<file path="src/rtl/mem_if_pkg.sv">
// Shared definitions for the cache-to-RAM handshake: FSM state encoding,
// pending-slot request codes and the legal latency range.
package mem_if_pkg;

  typedef enum logic [3:0] {
    IDLE       = 4'b0001,
    WRITE_WAIT = 4'b0010,
    READ_WAIT  = 4'b0100,
    READ_DONE  = 4'b1000
  } state_t;

  typedef logic req_t;
  localparam req_t REQ_READ  = 1'b0;
  localparam req_t REQ_WRITE = 1'b1;

  localparam int LAT_MIN = 1;
  localparam int LAT_MAX = 15;
  localparam int CNT_W   = 4;

  function automatic logic lat_ok(input int lat);
    return (lat >= LAT_MIN) && (lat <= LAT_MAX);
  endfunction

endpackage

</file>
<file path="src/rtl/ram_array.sv">
// Backing word array: synchronous write, asynchronous read.
// Kept behind this boundary so a BRAM primitive can be dropped in.
module ram_array #(
  parameter int ramWidth = 8,
  parameter int addrSize = 8
) (
  input  logic                clk,
  input  logic                we,
  input  logic [addrSize-1:0] waddr,
  input  logic [ramWidth-1:0] wdata,
  input  logic [addrSize-1:0] raddr,
  output logic [ramWidth-1:0] rdata
);

  logic [ramWidth-1:0] mem [2**addrSize];

  always_ff @(posedge clk) begin
    if (we) mem[waddr] <= wdata;
  end

  assign rdata = mem[raddr];

endmodule

</file>
<file path="src/rtl/ram_responder.sv">
// Memory-side responder for the cache read/write strobes, with fixed read and
// write latencies and a one-deep pending slot for requests arriving while busy.
//
// state      | meaning
// IDLE       | no operation in flight, ready to accept
// WRITE_WAIT | write in flight; array written when counter reaches 0
// READ_WAIT  | read in flight; array sampled when counter reaches 0
// READ_DONE  | dataReady high for this single cycle
module ram_responder
  import mem_if_pkg::*;
#(
  parameter int ramWidth      = 8,
  parameter int addrSize      = 8,
  parameter int READ_LATENCY  = 3,
  parameter int WRITE_LATENCY = 2
) (
  input  logic                clk,
  input  logic                rst_n,
  input  logic                RAMreadEnable,
  input  logic                RAMwriteEnable,
  input  logic [addrSize-1:0] addr,
  input  logic [ramWidth-1:0] writeData,
  output logic [ramWidth-1:0] readData,
  output logic                dataReady,
  output logic                busy,
  output logic                overrun
);

  if (!lat_ok(READ_LATENCY)) begin : g_bad_read_latency
    $error("ram_responder: READ_LATENCY must be within 1..15");
  end
  if (!lat_ok(WRITE_LATENCY)) begin : g_bad_write_latency
    $error("ram_responder: WRITE_LATENCY must be within 1..15");
  end

  state_t              state, state_n;
  logic [CNT_W-1:0]    cnt, cnt_n;
  logic [addrSize-1:0] op_addr, op_addr_n;
  logic [ramWidth-1:0] op_data, op_data_n;

  logic                pend_valid, pend_valid_n;
  req_t                pend_type, pend_type_n;
  logic [addrSize-1:0] pend_addr, pend_addr_n;
  logic [ramWidth-1:0] pend_data, pend_data_n;

  logic                rd_q, wr_q, rd_req, wr_req;
  logic [ramWidth-1:0] rdata, read_data_n;
  logic                ready_n, overrun_n;

  logic                commit, done, free;
  logic                launch, rd_taken, wr_taken;
  req_t                launch_type;
  logic [addrSize-1:0] launch_addr;
  logic [ramWidth-1:0] launch_data;

  assign rd_req = RAMreadEnable & ~rd_q;
  assign wr_req = RAMwriteEnable & ~wr_q;
  assign commit = (state == WRITE_WAIT) && (cnt == '0);

  ram_array #(
    .ramWidth (ramWidth),
    .addrSize (addrSize)
  ) u_array (
    .clk   (clk),
    .we    (commit),
    .waddr (op_addr),
    .wdata (op_data),
    .raddr (op_addr),
    .rdata (rdata)
  );

  always_comb begin
    state_n      = state;
    cnt_n        = cnt;
    op_addr_n    = op_addr;
    op_data_n    = op_data;
    pend_valid_n = pend_valid;
    pend_type_n  = pend_type;
    pend_addr_n  = pend_addr;
    pend_data_n  = pend_data;
    read_data_n  = readData;
    ready_n      = 1'b0;
    overrun_n    = overrun;
    launch       = 1'b0;
    launch_type  = REQ_READ;
    launch_addr  = addr;
    launch_data  = writeData;
    rd_taken     = 1'b0;
    wr_taken     = 1'b0;
    done         = commit || (state == READ_DONE);
    free         = (state == IDLE) || done;

    case (state)
      WRITE_WAIT: begin
        if (cnt != '0) cnt_n = cnt - 1'b1;
      end
      READ_WAIT: begin
        if (cnt == '0) begin
          read_data_n = rdata;
          ready_n     = 1'b1;
          state_n     = READ_DONE;
        end else begin
          cnt_n = cnt - 1'b1;
        end
      end
      default: ;
    endcase

    // A queued request always goes ahead of anything arriving on the same edge.
    if (free) begin
      if (pend_valid) begin
        launch       = 1'b1;
        launch_type  = pend_type;
        launch_addr  = pend_addr;
        launch_data  = pend_data;
        pend_valid_n = 1'b0;
      end else if (wr_req) begin
        launch      = 1'b1;
        launch_type = REQ_WRITE;
        wr_taken    = 1'b1;
        if (rd_req) begin
          pend_valid_n = 1'b1;
          pend_type_n  = REQ_READ;
          pend_addr_n  = addr;
          pend_data_n  = writeData;
          rd_taken     = 1'b1;
        end
      end else if (rd_req) begin
        launch   = 1'b1;
        rd_taken = 1'b1;
      end else begin
        state_n = IDLE;
      end
    end

    if (launch) begin
      op_addr_n = launch_addr;
      op_data_n = launch_data;
      if (launch_type == REQ_WRITE) begin
        state_n = WRITE_WAIT;
        cnt_n   = CNT_W'(WRITE_LATENCY - 1);
      end else begin
        state_n = READ_WAIT;
        cnt_n   = CNT_W'(READ_LATENCY - 1);
      end
    end

    if (wr_req && !wr_taken) begin
      if (!pend_valid_n) begin
        pend_valid_n = 1'b1;
        pend_type_n  = REQ_WRITE;
        pend_addr_n  = addr;
        pend_data_n  = writeData;
      end else begin
        overrun_n = 1'b1;
      end
    end

    if (rd_req && !rd_taken) begin
      if (!pend_valid_n) begin
        pend_valid_n = 1'b1;
        pend_type_n  = REQ_READ;
        pend_addr_n  = addr;
        pend_data_n  = writeData;
      end else begin
        overrun_n = 1'b1;
      end
    end
  end

  always_ff @(posedge clk or negedge rst_n) begin
    if (!rst_n) begin
      state      <= IDLE;
      cnt        <= '0;
      op_addr    <= '0;
      op_data    <= '0;
      pend_valid <= 1'b0;
      pend_type  <= REQ_READ;
      pend_addr  <= '0;
      pend_data  <= '0;
      rd_q       <= 1'b0;
      wr_q       <= 1'b0;
      readData   <= '0;
      dataReady  <= 1'b0;
      busy       <= 1'b0;
      overrun    <= 1'b0;
    end else begin
      state      <= state_n;
      cnt        <= cnt_n;
      op_addr    <= op_addr_n;
      op_data    <= op_data_n;
      pend_valid <= pend_valid_n;
      pend_type  <= pend_type_n;
      pend_addr  <= pend_addr_n;
      pend_data  <= pend_data_n;
      rd_q       <= RAMreadEnable;
      wr_q       <= RAMwriteEnable;
      readData   <= read_data_n;
      dataReady  <= ready_n;
      busy       <= (state_n != IDLE);
      overrun    <= overrun_n;
    end
  end

endmodule

</file>
<file path="config.mk">
export PLATFORM = sky130hd
export DESIGN_NAME = ram_responder
export DESIGN_NICKNAME = d
export VERILOG_FILES = /design/src/rtl/mem_if_pkg.sv /design/src/rtl/ram_array.sv /design/src/rtl/ram_responder.sv
export SDC_FILE = /design/constraint.sdc
export NUM_CORES = 2
export LEC_CHECK = 0
export CORE_UTILIZATION = 60
export CTS_CLUSTER_SIZE = 10
export DETAILED_ROUTE_END_ITERATION = 6
export HOLD_SLACK_MARGIN = 0.1
export PLACE_DENSITY_LB_ADDON = 0.3
export SYNTH_ARGS = -nofsm -noshare
export SYNTH_HDL_FRONTEND = slang
export SYNTH_SLANG_ARGS = --single-unit
</file>
<file path="constraint.sdc">
create_clock -name clk -period 5.4 [get_ports clk]
set_input_delay 1.08 -clock clk [delete_from_list [all_inputs] [get_ports clk]]
set_output_delay 1.08 -clock clk [all_outputs]
set_load 0.01 [all_outputs]
</file>
==> flow_metrics.env <==
export IMPL_status="finished, violations left"
export IMPL_violations="design-rule violations"
export IMPL_h_tree_depth=4
export IMPL_criticalPathCategory="reg -> reg"
export IMPL_clk_latency_ns=0.84
export IMPL_final_cell_mix="edfxtp_1 (2,048), mux4_2 (465), nor2_1 (294), clkbuf_16 (231), nand2_1 (189)"
export IMPL_cp_max_fo=47
export IMPL_via_per_inst=6.93
export IMPL_end_kind="flop"
export IMPL_drive_gt1_share_pct=20.9
export IMPL_period_needed_ns=4.12
export IMPL_antenna_found_initial=5
export IMPL_nFillCells=8394
export IMPL_drv_cap=0
export IMPL_cts_root_buf="clkbuf_16"
export IMPL_ys_flop_type="edfxtp_1"
export IMPL_synth_simple_area_share_pct=3.23
export IMPL_worst_clock_skew_ns=0.0298
export IMPL_setup_viol=0
export IMPL_grt_overflow=0
export IMPL_wl_um=200000
export IMPL_hold_class="reg -> reg"
export IMPL_crit_top_cell="nand2_1"
export IMPL_syn_cell_area_sq_um=82000
export IMPL_power_density_nw_per_um2=345
export IMPL_gp_congestion=0.951
export IMPL_dr_pass1_iters=7
export IMPL_synth_seq_cells=2103
export IMPL_clock_path_buffers=3
export IMPL_final_common_cell="edfxtp_1"
export IMPL_boundaryPins=31
export IMPL_synth_seq_area_share_pct=76.7
export IMPL_cts_setup_buffers=0
export IMPL_rows=135
export IMPL_synth_xor_area_share_pct=0.0427
export IMPL_grt_pass1_vias=40800
export IMPL_postRouteAntennaNets=0
export IMPL_max_freq_ghz=0.243
export IMPL_final_cells=5989
export IMPL_die_width_um=372
export IMPL_ys_types=74
export IMPL_drt_wirelength_per_cell_um=33.4
export IMPL_syn_inst=3988
export IMPL_postPlaceCellArea_sq_um=84200
export IMPL_avgSynthCellArea_sq_um=20.6
export IMPL_initial_core_util_pct=60.5
export IMPL_power_w=0.0312
export IMPL_port_buffer_count=30
export IMPL_synthMuxAreaShare_pct=15.1
export IMPL_async_flop_share_pct=2.62
export IMPL_drc=4
export IMPL_grt_pass1_wl_um=287000
export IMPL_stdcell_area_sq_um=90400
export IMPL_grt_max_degree=193
export IMPL_fin_nets=4140
export IMPL_worstMarginPinSlew_ns=1.22
export IMPL_peakVddDrop_v=0.000258
export IMPL_power_leakage_nw=22.3
export IMPL_syn_num_nets=4010
export IMPL_cts_sinks=2103
export IMPL_slew_viol_final=0
export IMPL_synth_edf_count=2048
export IMPL_synth_top_family_by_area="multiplexers"
export IMPL_crit_slowest_cell="dfrtp_4"
export IMPL_synth_compound_area_share_pct=3.11
export IMPL_final_hold_viol_count=0
export IMPL_final_util_pct=66.8
export IMPL_syn_to_final_growth_pct=10.3
export IMPL_cts_tree="done"
export IMPL_seqCellArea_sq_um=62900
export IMPL_numCtsBuffers=229
export IMPL_worst_endpoint_required_ns=6.15
export IMPL_yosys_area_share_adder_pct=0.0305
export IMPL_multi_input_area_sq_um=17700
export IMPL_startpoint_type="flop"
export IMPL_num_vias=41500
export IMPL_track_usage_pct=29.4
export IMPL_first_iter_violations=5732
export IMPL_clk_pin_slew_ns=0.06
export IMPL_rsz0062_at_grt="false"
export IMPL_dp_hpwl_um=119000
export IMPL_synth_warnings=0
export IMPL_min_period_over_period_pct=76.2
export IMPL_tns_ns=0
export IMPL_die_area_sq_um=138000
export IMPL_chipHeight_um=372
export IMPL_crit_arrival_ns=4.87
export IMPL_dp_cells=5667
export IMPL_cp_slowest_stage_delay_ns=0.84
export IMPL_core_region_area_sq_um=135000
export IMPL_path_cells="buf_12, buf_4, mux4_2, mux2i_1, a21oi_1, nand2_1, a221oi_1, nand2_1, a31oi_1"
export IMPL_slew_headroom_pct=18.6
[cell usage after synthesis (all sizes together) (5+ instances only)]
library cell  number  area [sq um]
nor3              11          70.1
o221ai            11          96.3
mux4             465         10500
nand2b             7          43.8
buf              153          1170
a32o               8          80.1
nand3             35           175
nand4             10          62.6
and2              10          62.6
a21o               9          67.6
a22oi             73           548
nor2b             24           150
mux2              25           282
a31oi             10          62.6
a2111oi           10          91.3
o22ai             54           338
inv                5          18.8
nor4               6          37.5
a32oi             32           280
nor2             297          1110
clkbuf            87           327
o21ai             35           175
nand3b            11          82.6
dfrtp             54          1350
o2111ai            6          52.6
edfxtp          2048         61500
mux2i            160          1600
o22a               6          52.6
nand2            191           722
a211oi             7          52.6
o211ai            14           105
a21oi             58           290
[logic make-up (layout without fill, tap and decap cells)]
logic type / Yosys count / count (layout)
flops: 2103 / 2103
compound gates: 362 / 362
xor+xnor: 4 / 4
other cells: 0 / 1
mux: 650 / 650
buf+inv: 248 / 467
simple gates: 619 / 619
fa+ha+maj: 2 / 2
[worst paths after layout]
| kind | slack (ns) | from | endpoint | cells after the start |
|---|---|---|---|---|
| worst max-delay path | 1.28 | op_addr[1] | readData[7] | 9 |
| worst min-delay path | 0.48 | overrun | overrun | 1 |
| worst max register to register | 1.28 | op_addr[1] | readData[7] | 9 |
| worst min register to register | 0.48 | overrun | overrun | 1 |
| max in group asynchronous | 3.70 | rst_n | op_addr[0] | 3 |
| min in group asynchronous | 0.55 | rst_n | dataReady | 2 |
[per-stage QoR]
step | hold slack, ns | setup slack (ns)
5_1_grt | 0.521 | 1.25
3_5_place_dp | 0.475 | 1.55
6_report | 0.483 | 1.28
2_1_floorplan | 0.480 | 1.41
4_1_cts | 0.487 | 1.50
3_3_place_gp | 0.472 | 1.57
[where the power goes]
part           switching [W]  internal [W]
clock network        0.00584       0.00769
registers         0.00000494        0.0176
logic              0.0000211     0.0000228
total                0.00587        0.0254
[flip-flops by register name, summed over array words and instances (netlist names), 4 cells and up]
signal,flops
readData,8
pend_addr,8
op_data,8
state,4
pend_data,8
op_addr,8
u_array.mem,2048
cnt,4
[area by class of cell]
type                    count  area share [%]
clock buffers             309            6.73
repair buffers            139            1.50
inverters                   8          0.0346
clock inverters            11           0.162
well taps                1781            2.46
flip-flops and latches   2103            69.6
multi-input cells        1637            19.5
diodes                      1         0.00277
[routing by layer]
layer | share of wire [%] | wire, um | GRT usage, % | vias up
met1 | 38 | 75500 | 41.5 | 21600
met4 | 3.6 | 7240 | 10.2 | 6
li1 | - | - | - | 16700
met5 | 0.040 | 79 | 0 | -
met2 | 47 | 94300 | 44.8 | 2810
met3 | 11 | 22900 | 7.79 | 441
[worst max-delay path, delay by kind of cell (launching register included)]
family / cells / cell delay, ns
AOI/OAI and AO/OA: 3 / 1.26
DFF: 1 / 0.84
buffers and inverters: 2 / 0.81
and+or+nand+nor: 2 / 0.55
muxes: 2 / 0.42
[timing repair]
action                    CTS  global route
hold endpoints to repair    1             0
gates resized for setup     0             0
hold buffers                1             0
Note: power is estimated with default switching activity, not from simulation.
